===== src/rtl/cmos_pkg.sv =====
// Shared widths, output word layout and capture FSM encodings for the CMOS pixel capture block.
// Latency: n/a (types and constants only).
// Backpressure: n/a.
package cmos_pkg;

  localparam int X_W    = 10;
  localparam int Y_W    = 10;
  localparam int PIX_W  = 16;
  localparam int WORD_W = X_W + Y_W + PIX_W;

  typedef enum logic [1:0] {
    ST_IDLE       = 2'd0,  // skip frames not yet exhausted
    ST_WAIT_FRAME = 2'd1,  // waiting for VSYNC to drop before a usable frame
    ST_LINE       = 2'd2,  // HREF high, capturing
    ST_BLANK      = 2'd3   // HREF low, between lines
  } cap_state_t;

  // Output word: [35:26] X, [25:16] Y, [15:0] RGB565
  typedef struct packed {
    logic [X_W-1:0]   x;
    logic [Y_W-1:0]   y;
    logic [PIX_W-1:0] pix;
  } pix_word_t;

  // Coordinate counters stop at their top value rather than wrapping.
  function automatic logic [9:0] sat_inc10(input logic [9:0] v);
    return (v == 10'h3FF) ? v : v + 10'd1;
  endfunction

endpackage


===== src/rtl/pixel_fifo.sv =====
// Single-clock pixel buffer with a registered head word that is loaded on each accepted pop.
// Latency: push visible in count/empty next clk; popped word valid on pop_dat the clk after the pop.
// Backpressure: push while full is ignored unless a pop is accepted in the same cycle.
//
// Ports: clk, rst_n; push/push_dat write side; pop read request; pop_dat held head word;
//        empty, full, count occupancy status.
module pixel_fifo
  import cmos_pkg::*;
#(
  parameter int unsigned DEPTH = 8,
  parameter int unsigned W     = WORD_W
) (
  input  logic                     clk,
  input  logic                     rst_n,
  input  logic                     push,
  input  logic [W-1:0]             push_dat,
  input  logic                     pop,
  output logic [W-1:0]             pop_dat,
  output logic                     empty,
  output logic                     full,
  output logic [$clog2(DEPTH):0]   count
);

  localparam int AW    = $clog2(DEPTH);
  localparam int CNT_W = AW + 1;

  logic [W-1:0]  mem [DEPTH];
  logic [AW-1:0] wr_ptr;
  logic [AW-1:0] rd_ptr;
  logic          do_push;
  logic          do_pop;

  assign empty   = (count == '0);
  assign full    = (count == CNT_W'(DEPTH));
  assign do_pop  = pop && !empty;
  // A pop in the same cycle frees the slot, so a full buffer still accepts the push.
  assign do_push = push && (!full || do_pop);

  always_ff @(posedge clk) begin
    if (do_push) mem[wr_ptr] <= push_dat;
  end

  always_ff @(posedge clk or negedge rst_n) begin
    if (!rst_n) begin
      wr_ptr  <= '0;
      rd_ptr  <= '0;
      count   <= '0;
      pop_dat <= '0;
    end else begin
      if (do_push) wr_ptr <= wr_ptr + AW'(1);
      if (do_pop) begin
        pop_dat <= mem[rd_ptr];
        rd_ptr  <= rd_ptr + AW'(1);
      end
      case ({do_push, do_pop})
        2'b10:   count <= count + CNT_W'(1);
        2'b01:   count <= count - CNT_W'(1);
        default: count <= count;
      endcase
    end
  end

endmodule


===== src/rtl/cmos_pixel_capture.sv =====
// Captures RGB565 pixels from an 8-bit CMOS sensor bus into a small buffer tagged with X/Y.
// Latency: 4 clk from the PCLK pin edge of a pixel's second byte to oEmpty falling on an empty buffer.
// Backpressure: none toward the sensor; a pixel arriving on a full buffer is dropped and oOverflow sticks.
//
// Ports: clk, rst_n; CMOS_PCLK/HREF/VSYNC/DQ sensor pins (asynchronous);
//        iEn pop request; oData {X,Y,RGB565}; oEmpty; oOverflow (sticky).
module cmos_pixel_capture
  import cmos_pkg::*;
#(
  parameter int unsigned H_ACTIVE    = 320,
  parameter int unsigned V_ACTIVE    = 240,
  parameter int unsigned FIFO_DEPTH  = 8,
  parameter int unsigned SKIP_FRAMES = 2
) (
  input  logic              clk,
  input  logic              rst_n,
  input  logic              CMOS_PCLK,
  input  logic              CMOS_HREF,
  input  logic              CMOS_VSYNC,
  input  logic [7:0]        CMOS_DQ,
  input  logic              iEn,
  output logic [WORD_W-1:0] oData,
  output logic              oEmpty,
  output logic              oOverflow
);

  localparam logic [7:0] SKIP_LIM = 8'(SKIP_FRAMES);

  // Two-flop synchronisers; DQ goes through the same depth so it stays aligned with PCLK.
  logic [1:0] pclk_sync, href_sync, vsync_sync;
  logic [7:0] dq_s1, dq_s2;
  logic       pclk_d, href_d, vsync_d;

  always_ff @(posedge clk or negedge rst_n) begin
    if (!rst_n) begin
      pclk_sync  <= '0;
      href_sync  <= '0;
      vsync_sync <= '0;
      dq_s1      <= '0;
      dq_s2      <= '0;
      pclk_d     <= 1'b0;
      href_d     <= 1'b0;
      vsync_d    <= 1'b0;
    end else begin
      pclk_sync  <= {pclk_sync[0], CMOS_PCLK};
      href_sync  <= {href_sync[0], CMOS_HREF};
      vsync_sync <= {vsync_sync[0], CMOS_VSYNC};
      dq_s1      <= CMOS_DQ;
      dq_s2      <= dq_s1;
      pclk_d     <= pclk_sync[1];
      href_d     <= href_sync[1];
      vsync_d    <= vsync_sync[1];
    end
  end

  logic pclk_rise, href_rise, href_fall, vsync_rise;
  assign pclk_rise  = pclk_sync[1] && !pclk_d;
  assign href_rise  = href_sync[1] && !href_d;
  assign href_fall  = !href_sync[1] && href_d;
  assign vsync_rise = vsync_sync[1] && !vsync_d;

  cap_state_t     state;
  logic [X_W-1:0] x;
  logic [Y_W-1:0] y;
  logic           phase;
  logic [7:0]     hi_byte;
  logic [7:0]     skip_cnt;
  logic           push_vld;
  pix_word_t      push_word;
  logic           skip_done;
  logic           keep;

  assign skip_done = (skip_cnt == SKIP_LIM);
  assign keep      = (state == ST_LINE) && skip_done &&
                     (32'(x) < H_ACTIVE) && (32'(y) < V_ACTIVE);

  always_ff @(posedge clk or negedge rst_n) begin
    if (!rst_n) begin
      state     <= ST_IDLE;
      x         <= '0;
      y         <= '0;
      phase     <= 1'b0;
      hi_byte   <= '0;
      skip_cnt  <= '0;
      push_vld  <= 1'b0;
      push_word <= '0;
    end else begin
      push_vld <= 1'b0;

      // Counters and byte assembly; frame end beats line end beats byte sample.
      if (vsync_rise) begin
        x     <= '0;
        y     <= '0;
        phase <= 1'b0;
        if (!skip_done) skip_cnt <= skip_cnt + 8'd1;
      end else if (href_fall) begin
        // Clearing phase drops any unpaired high byte left at the end of the line.
        x     <= '0;
        phase <= 1'b0;
        y     <= sat_inc10(y);
      end else if (pclk_rise && href_sync[1]) begin
        if (!phase) begin
          hi_byte <= dq_s2;
          phase   <= 1'b1;
        end else begin
          phase         <= 1'b0;
          push_vld      <= keep;
          push_word.x   <= x;
          push_word.y   <= y;
          push_word.pix <= {hi_byte, dq_s2};
          x             <= sat_inc10(x);
        end
      end

      if (vsync_rise && skip_done) begin
        state <= ST_WAIT_FRAME;
      end else begin
        case (state)
          ST_IDLE:       if (skip_done)         state <= ST_WAIT_FRAME;
          ST_WAIT_FRAME: if (!vsync_sync[1])    state <= ST_BLANK;
          ST_BLANK:      if (href_rise)         state <= ST_LINE;
          ST_LINE:       if (href_fall)         state <= ST_BLANK;
          default:                              state <= ST_IDLE;
        endcase
      end
    end
  end

  logic                        fifo_empty;
  logic                        fifo_full;
  logic [$clog2(FIFO_DEPTH):0] fifo_count;
  logic                        pop_ok;

  pixel_fifo #(
    .DEPTH (FIFO_DEPTH),
    .W     (WORD_W)
  ) u_fifo (
    .clk      (clk),
    .rst_n    (rst_n),
    .push     (push_vld),
    .push_dat (push_word),
    .pop      (iEn),
    .pop_dat  (oData),
    .empty    (fifo_empty),
    .full     (fifo_full),
    .count    (fifo_count)
  );

  assign oEmpty = fifo_empty;
  assign pop_ok = iEn && (fifo_count != '0);

  always_ff @(posedge clk or negedge rst_n) begin
    if (!rst_n) begin
      oOverflow <= 1'b0;
    end else if (push_vld && fifo_full && !pop_ok) begin
      oOverflow <= 1'b1;
    end
  end

endmodule


===== config.mk =====
export PLATFORM = sky130hd
export DESIGN_NAME = cmos_pixel_capture
export DESIGN_NICKNAME = d
export VERILOG_FILES = /design/src/rtl/cmos_pkg.sv /design/src/rtl/pixel_fifo.sv /design/src/rtl/cmos_pixel_capture.sv
export SDC_FILE = /design/constraint.sdc
export NUM_CORES = 1
export LEC_CHECK = 0
export CAP_MARGIN = 10
export CORE_AREA = 2 2 178 180
export DETAILED_ROUTE_END_ITERATION = 8
export DIE_AREA = 0 0 180 182
export PLACE_DENSITY = 0.75
export RECOVER_POWER = 25
export SLEW_MARGIN = 20
export SYNTH_ARGS = -nofsm -noshare
export SYNTH_HDL_FRONTEND = slang
export SYNTH_SLANG_ARGS = --single-unit

===== constraint.sdc =====
create_clock -name clk -period 3.9 [get_ports clk]
set_input_delay 0.39 -clock clk [delete_from_list [all_inputs] [get_ports clk]]
set_output_delay 0.39 -clock clk [all_outputs]
set_load 0.05 [all_outputs]

; Word-level counts from Yosys, hierarchy flattened
; Memories as Yosys holds them, arrays and structs flattened. A register that Yosys moved wholly into a read port is not among the register bits.
; Index checks and enable logic that the tools add are counted.
[word_totals]
ram_bits = 288
register_bits = 112
memories = 1
word_cells = 112
output_inout_bits = 38
input_bits = 14
[op_classes]
eq_ne = 15
n_reduce_logical = 36
n_addsub = 7
muxes = 25
n_lt_le_gt_ge = 2
bitwise_logic = 4
[memory_table]
columns = name, depth, word_bits, rd, rd_ports_with_merged_regs, wr, line_no
row1 = u_fifo.mem, 8, 36, 1, 1, 1, pixel_fifo.sv:27  ; logic [W-1:0] mem [DEPTH];
[ops]
columns = operator, n
row1 = $mux 10, 8
row2 = $add 10x1->10 const B, 2
row3 = $eq 10x10->1 const B, 2
row4 = $logic_and 1x1->1, 14
row5 = $ne 3x3->1 const B, 4
row6 = $reduce_and 4->1, 3
row7 = $lt 10x8->1 const B, 1
row8 = $lt 10x9->1 const B, 1
row9 = $mux 1, 10
row10 = $mux 2, 5
row11 = $add 8x1->8 const B, 1
row12 = $eq 8x2->1 const B, 1
row13 = $logic_not 1->1, 8
row14 = $pmux 2 s4, 1
row15 = $pmux 4 s2, 1
row16 = $add 3x1->3 const B, 2
row17 = $eq 2x2->1 const B, 3
row18 = $reduce_bool 3->1, 2
row19 = $add 4x1->4 const B, 1
row20 = $eq 2x1->1 const B, 2
row21 = $eq 4x4->1 const B, 1
row22 = $logic_not 4->1, 1
row23 = $not 1->1, 4
row24 = $reduce_and 2->1, 2
row25 = 8 further kinds, 9

; Logic depth before layout (Yosys ltp)
[depth]
depth_word = 8
ltp_mapped = 11
mapped_depth_nobuf = 10

; Hierarchy
; From an unflattened synthesis, not the netlist that was laid out.
[hier_totals]
hier_cells = 906
area_unflattened_um2 = 16834.9
[by_module_without_submodules]
columns = module, n_inst, seq_area_each_um2, cells_each, area_each_um2
row1 = pixel_fifo, 1, 9799.4, 612, 12772.2
row2 = cmos_pixel_capture, 1, 2552.4, 294, 4062.6

; Worst setup path after synthesis
; No wires, ideal clock.
[synth_timing]
kind = reg-to-reg
startpoint = register u_fifo.count[0]
endpoint = memory u_fifo.mem[1][0] (netlist name), enable pin
stages_incl_launch_ff = 5
period_less_slack_ns = 3.981
required_ns = 3.426
arrival_ns = 3.507
n_path_buf = 0
setup_slack_ns = -0.081
setup_time_ns = 0.474
path_cell_list = dfrtp_1 -> or3_1 -> o21ai_2 -> or2_2 -> nor3_1
[synth_via]
elab_chain_len = 7
elab_cells_between_ends = 9
classes_between = eq/ne: 1 / mux: 2 / reduce/logical: 6
[synth_lines]
columns = item, line_no
row1 = start: declaration, pixel_fifo.sv:21  ; output logic [$clog2(DEPTH):0] count
row2 = start signal: assignment, pixel_fifo.sv:56  ; 2'b10: count <= count + CNT_W'(1);
row3 = start signal: assignment, pixel_fifo.sv:57  ; 2'b01: count <= count - CNT_W'(1);
row4 = start signal: assignment, pixel_fifo.sv:58  ; default: count <= count;
row5 = $logic_not 4->1, pixel_fifo.sv:33  ; assign empty = (count == '0);
row6 = $logic_not 1->1, pixel_fifo.sv:35  ; assign do_pop = pop && !empty;
row7 = $logic_and 1x1->1, pixel_fifo.sv:35
row8 = $logic_or 1x1->1 *, pixel_fifo.sv:37  ; assign do_push = push && (!full || do_pop);
row9 = $logic_and 1x1->1 *, pixel_fifo.sv:37
row10 = $mux 1 *, pixel_fifo.sv:40  ; if (do_push) mem[wr_ptr] <= push_dat;
row11 = $mux 1 (implied by the code) *, pixel_fifo.sv:40
row12 = end: declaration, pixel_fifo.sv:27
; Every way passes the cells marked *; elsewhere a longest branch is shown, timed or not.

; Worst setup path after layout
[layout_timing]
startpoint = register u_fifo.count[1]
endpoint = output oEmpty
[layout_via]
elab_chain_len = 1
[layout_lines]
columns = item, line_no
row1 = $logic_not 4->1, pixel_fifo.sv:33
row2 = end: declaration, cmos_pixel_capture.sv:23  ; output logic oEmpty,
; No other way between the ends.

==> out/qor.yml <==
drive_above_1_share: 0.226
synth.avg_cell_area_um2: 18.9
clkTransAtPathRegs_ps: 60
status: "finished, final reports clean"
cts.sinks: 436
root_buffer: "clkbuf_16"
syn-num-nets: 910
grt_setup_unrepaired: "false"
multiInputGateArea_um2: 4190
synthCells: 887
grt_pass1_wl_um: 47200
maxSlewViolCount: 0
die_area_um2: 32800
via_per_inst: 5.78
route.vias.total: 8115
diodes: 0
cts_tree: "yes"
dieWidth_um: 180
hold_violations: 0
reg2regPathDepth: 7
mostFrequentLayoutCell: "edfxtp_1"
grt_overflow_total: 0
netlist.area_leader.share: 0.515
async_reset_ff_frac: 0.339
mostFrequentLayoutCells: "edfxtp_1, dfrtp_1, mux4_2"
ff_latch_area_um2: 12400
die_h_um: 182
ant_nets: 0
syn2layout_area_growth_pct: 14.5
synthFlopType: "edfxtp_1"
drtIter0Drc: 651
worstSetupEndpointType: "output pin"
powerDensity_nw_per_um2: 666
criticalPathCategory: "reg2out"
drc: 0
wl_per_cell_um: 21.2
ys_seq_area_frac: 0.736
fin_tns_setup_ps: 0
port_buffers: 51
start_util: 0.542
grt_max_degree: 94
grt_pass1_vias: 8277
yosys.area.top_type: "edfxtp_1"
cap_viol_max_count: 0
worst_slew_pin_slew_ps: 1020
nFillCells: 2075
ys_ff_latch: 436
start_kind: "register"
synth_edf_count: 288
fp-row-count: 65
min_path_type: "reg2reg"
hpwlAfterDp_um: 17800
cts_made_buffers: 44
core_area_um2: 31000
layout.nets: 989
hold_depth: 0
cp_max_fo: 6
hold_ws_ps: 348
skew_ps: 18.4
yosys_warnings: 0
clk_latency_ps: 550
leakagePower_nw: 7.00
slew_headroom: 0.320
h-tree-depth: 2
ir_drop_mv: 0.450
post-route-period-util: 0.726
boundaryPins: 52
drt-total-wl_um: 29800
cts_resized: 0
synth_area_um2: 16800
first_pass_iters: 5
synth.distinct_cells: 60
timing.fmax_ghz: 0.353
setup_viol: 0
gp_congestion: 0.783
cts_buffer_depth: 3
grt_usage: 0.187
critical_path_arrival_ps: 2440
critPathRequiredTime_ps: 3510
antenna_found_initial: 0
yosys-top-cells-area: "edfxtp_1, dfrtp_1, mux4_2"
min_period_ps: 2830
## cells in the mapped netlist (all sizes together), types with 2 or more instances
cell type,number
edfxtp,288
dfrtp,148
mux4,72
nand2,57
mux2,46
o21ai,44
mux2i,39
buf,31
nor2,24
xor2,13
a21oi,9
ha,9
nand3,9
nor3,9
xnor2,9
inv,8
nand2b,8
clkbuf,7
and3,5
nand4,4
nor4,4
o211ai,4
o31ai,4
and4,3
nand3b,3
or3,3
or4,3
a211oi,2
a31oi,2
nor2b,2
nor4b,2
o2111ai,2
## power breakdown
group / leakage (nW) / switching (mW) / total [mW] / internal (mW)
sequential: 4.52 / 0.543 / 5.87 / 5.33
combinational: 1.79 / 1.51 / 2.90 / 1.39
clock: 0.691 / 1.67 / 4.03 / 2.36
total: 7.00 / 3.72 / 12.8 / 9.08
## worst paths after layout
| kind | startpoint | endpoint | slack [ps] |
|---|---|---|---|
| hold / removal | dq_s1[4] | dq_s2[4] | 350 |
| hold reg to reg | dq_s1[4] | dq_s2[4] | 350 |
| max in group asynchronous | rst_n | u_fifo.rd_ptr[0] | 2590 |
| min in group asynchronous | rst_n | href_sync[0] | 470 |
| setup reg to reg | u_fifo.count[1] | u_fifo.count[3] | 1420 |
| setup / recovery | u_fifo.count[1] | oEmpty | 1070 |
## cell families after synthesis
| family | after synthesis | synth area share |
|---|---|---|
| and+or+nand+nor | 140 | 0.0419 |
| buffers and inverters | 46 | 0.0184 |
| muxes | 157 | 0.157 |
| AOI/OAI and AO/OA | 77 | 0.0282 |
| adders and majority gates | 9 | 0.00671 |
| xor gates and xnor gates | 22 | 0.0115 |
| DFF | 436 | 0.736 |
## repair_timing
action | 4_1_cts | 5_1_grt
setup buffers | 0 | 0
endpoints found under the setup margin | 0 | 0
hold buffers | 1 | 0
hold endpoints to repair | 92 | 0
## cell type report
class / instances / area share
Clock buffer: 70 / 0.0676
Sequential cell: 436 / 0.643
Tap cell: 402 / 0.0262
Multi-Input combinational cell: 405 / 0.218
Clock inverter: 12 / 0.00638
Inverter: 8 / 0.00156
Timing Repair Buffer: 71 / 0.0372
## per-stage QoR
stage	setup WS (ps)	area [um2]	total power [mW]	std cells	utilization
4_1_cts	1050	19200	13.0	1404	0.620
5_1_grt	1020	19200	13.4	1404	0.620
3_3_place_gp	1070	17800	8.88	1321	0.574
2_1_floorplan	21.4	16800	8.04	887	-
6_report	1070	19200	12.8	1404	0.620
3_5_place_dp	1060	17800	8.93	1321	0.574
## flip-flops by register name, summed over array words and instances, names as in the netlist, 3 cells and up
register / cells
u_fifo.mem: 288
push_word: 36
u_fifo.pop_dat: 36
x: 10
y: 10
dq_s1: 8
dq_s2: 8
hi_byte: 8
skip_cnt: 8
u_fifo.count: 4
u_fifo.rd_ptr: 3
u_fifo.wr_ptr: 3
## per-layer routing
layer	global-route usage	routed length, um	vias to the layer above	share of wire
li1	-	-	3631	-
met5	0	0	-	0
met1	0.261	12800	4243	0.43
met4	0.0426	412	0	0.014
met2	0.316	15100	205	0.51
met3	0.0279	1520	36	0.051
## worst max-delay path: stages, from the launching register on
cell and delay, ps:
dfrtp_1 430, or3_1 490, nor2_1 160, clkdlybuf4s50_1 820
Note: power is estimated with default switching activity, not from simulation.
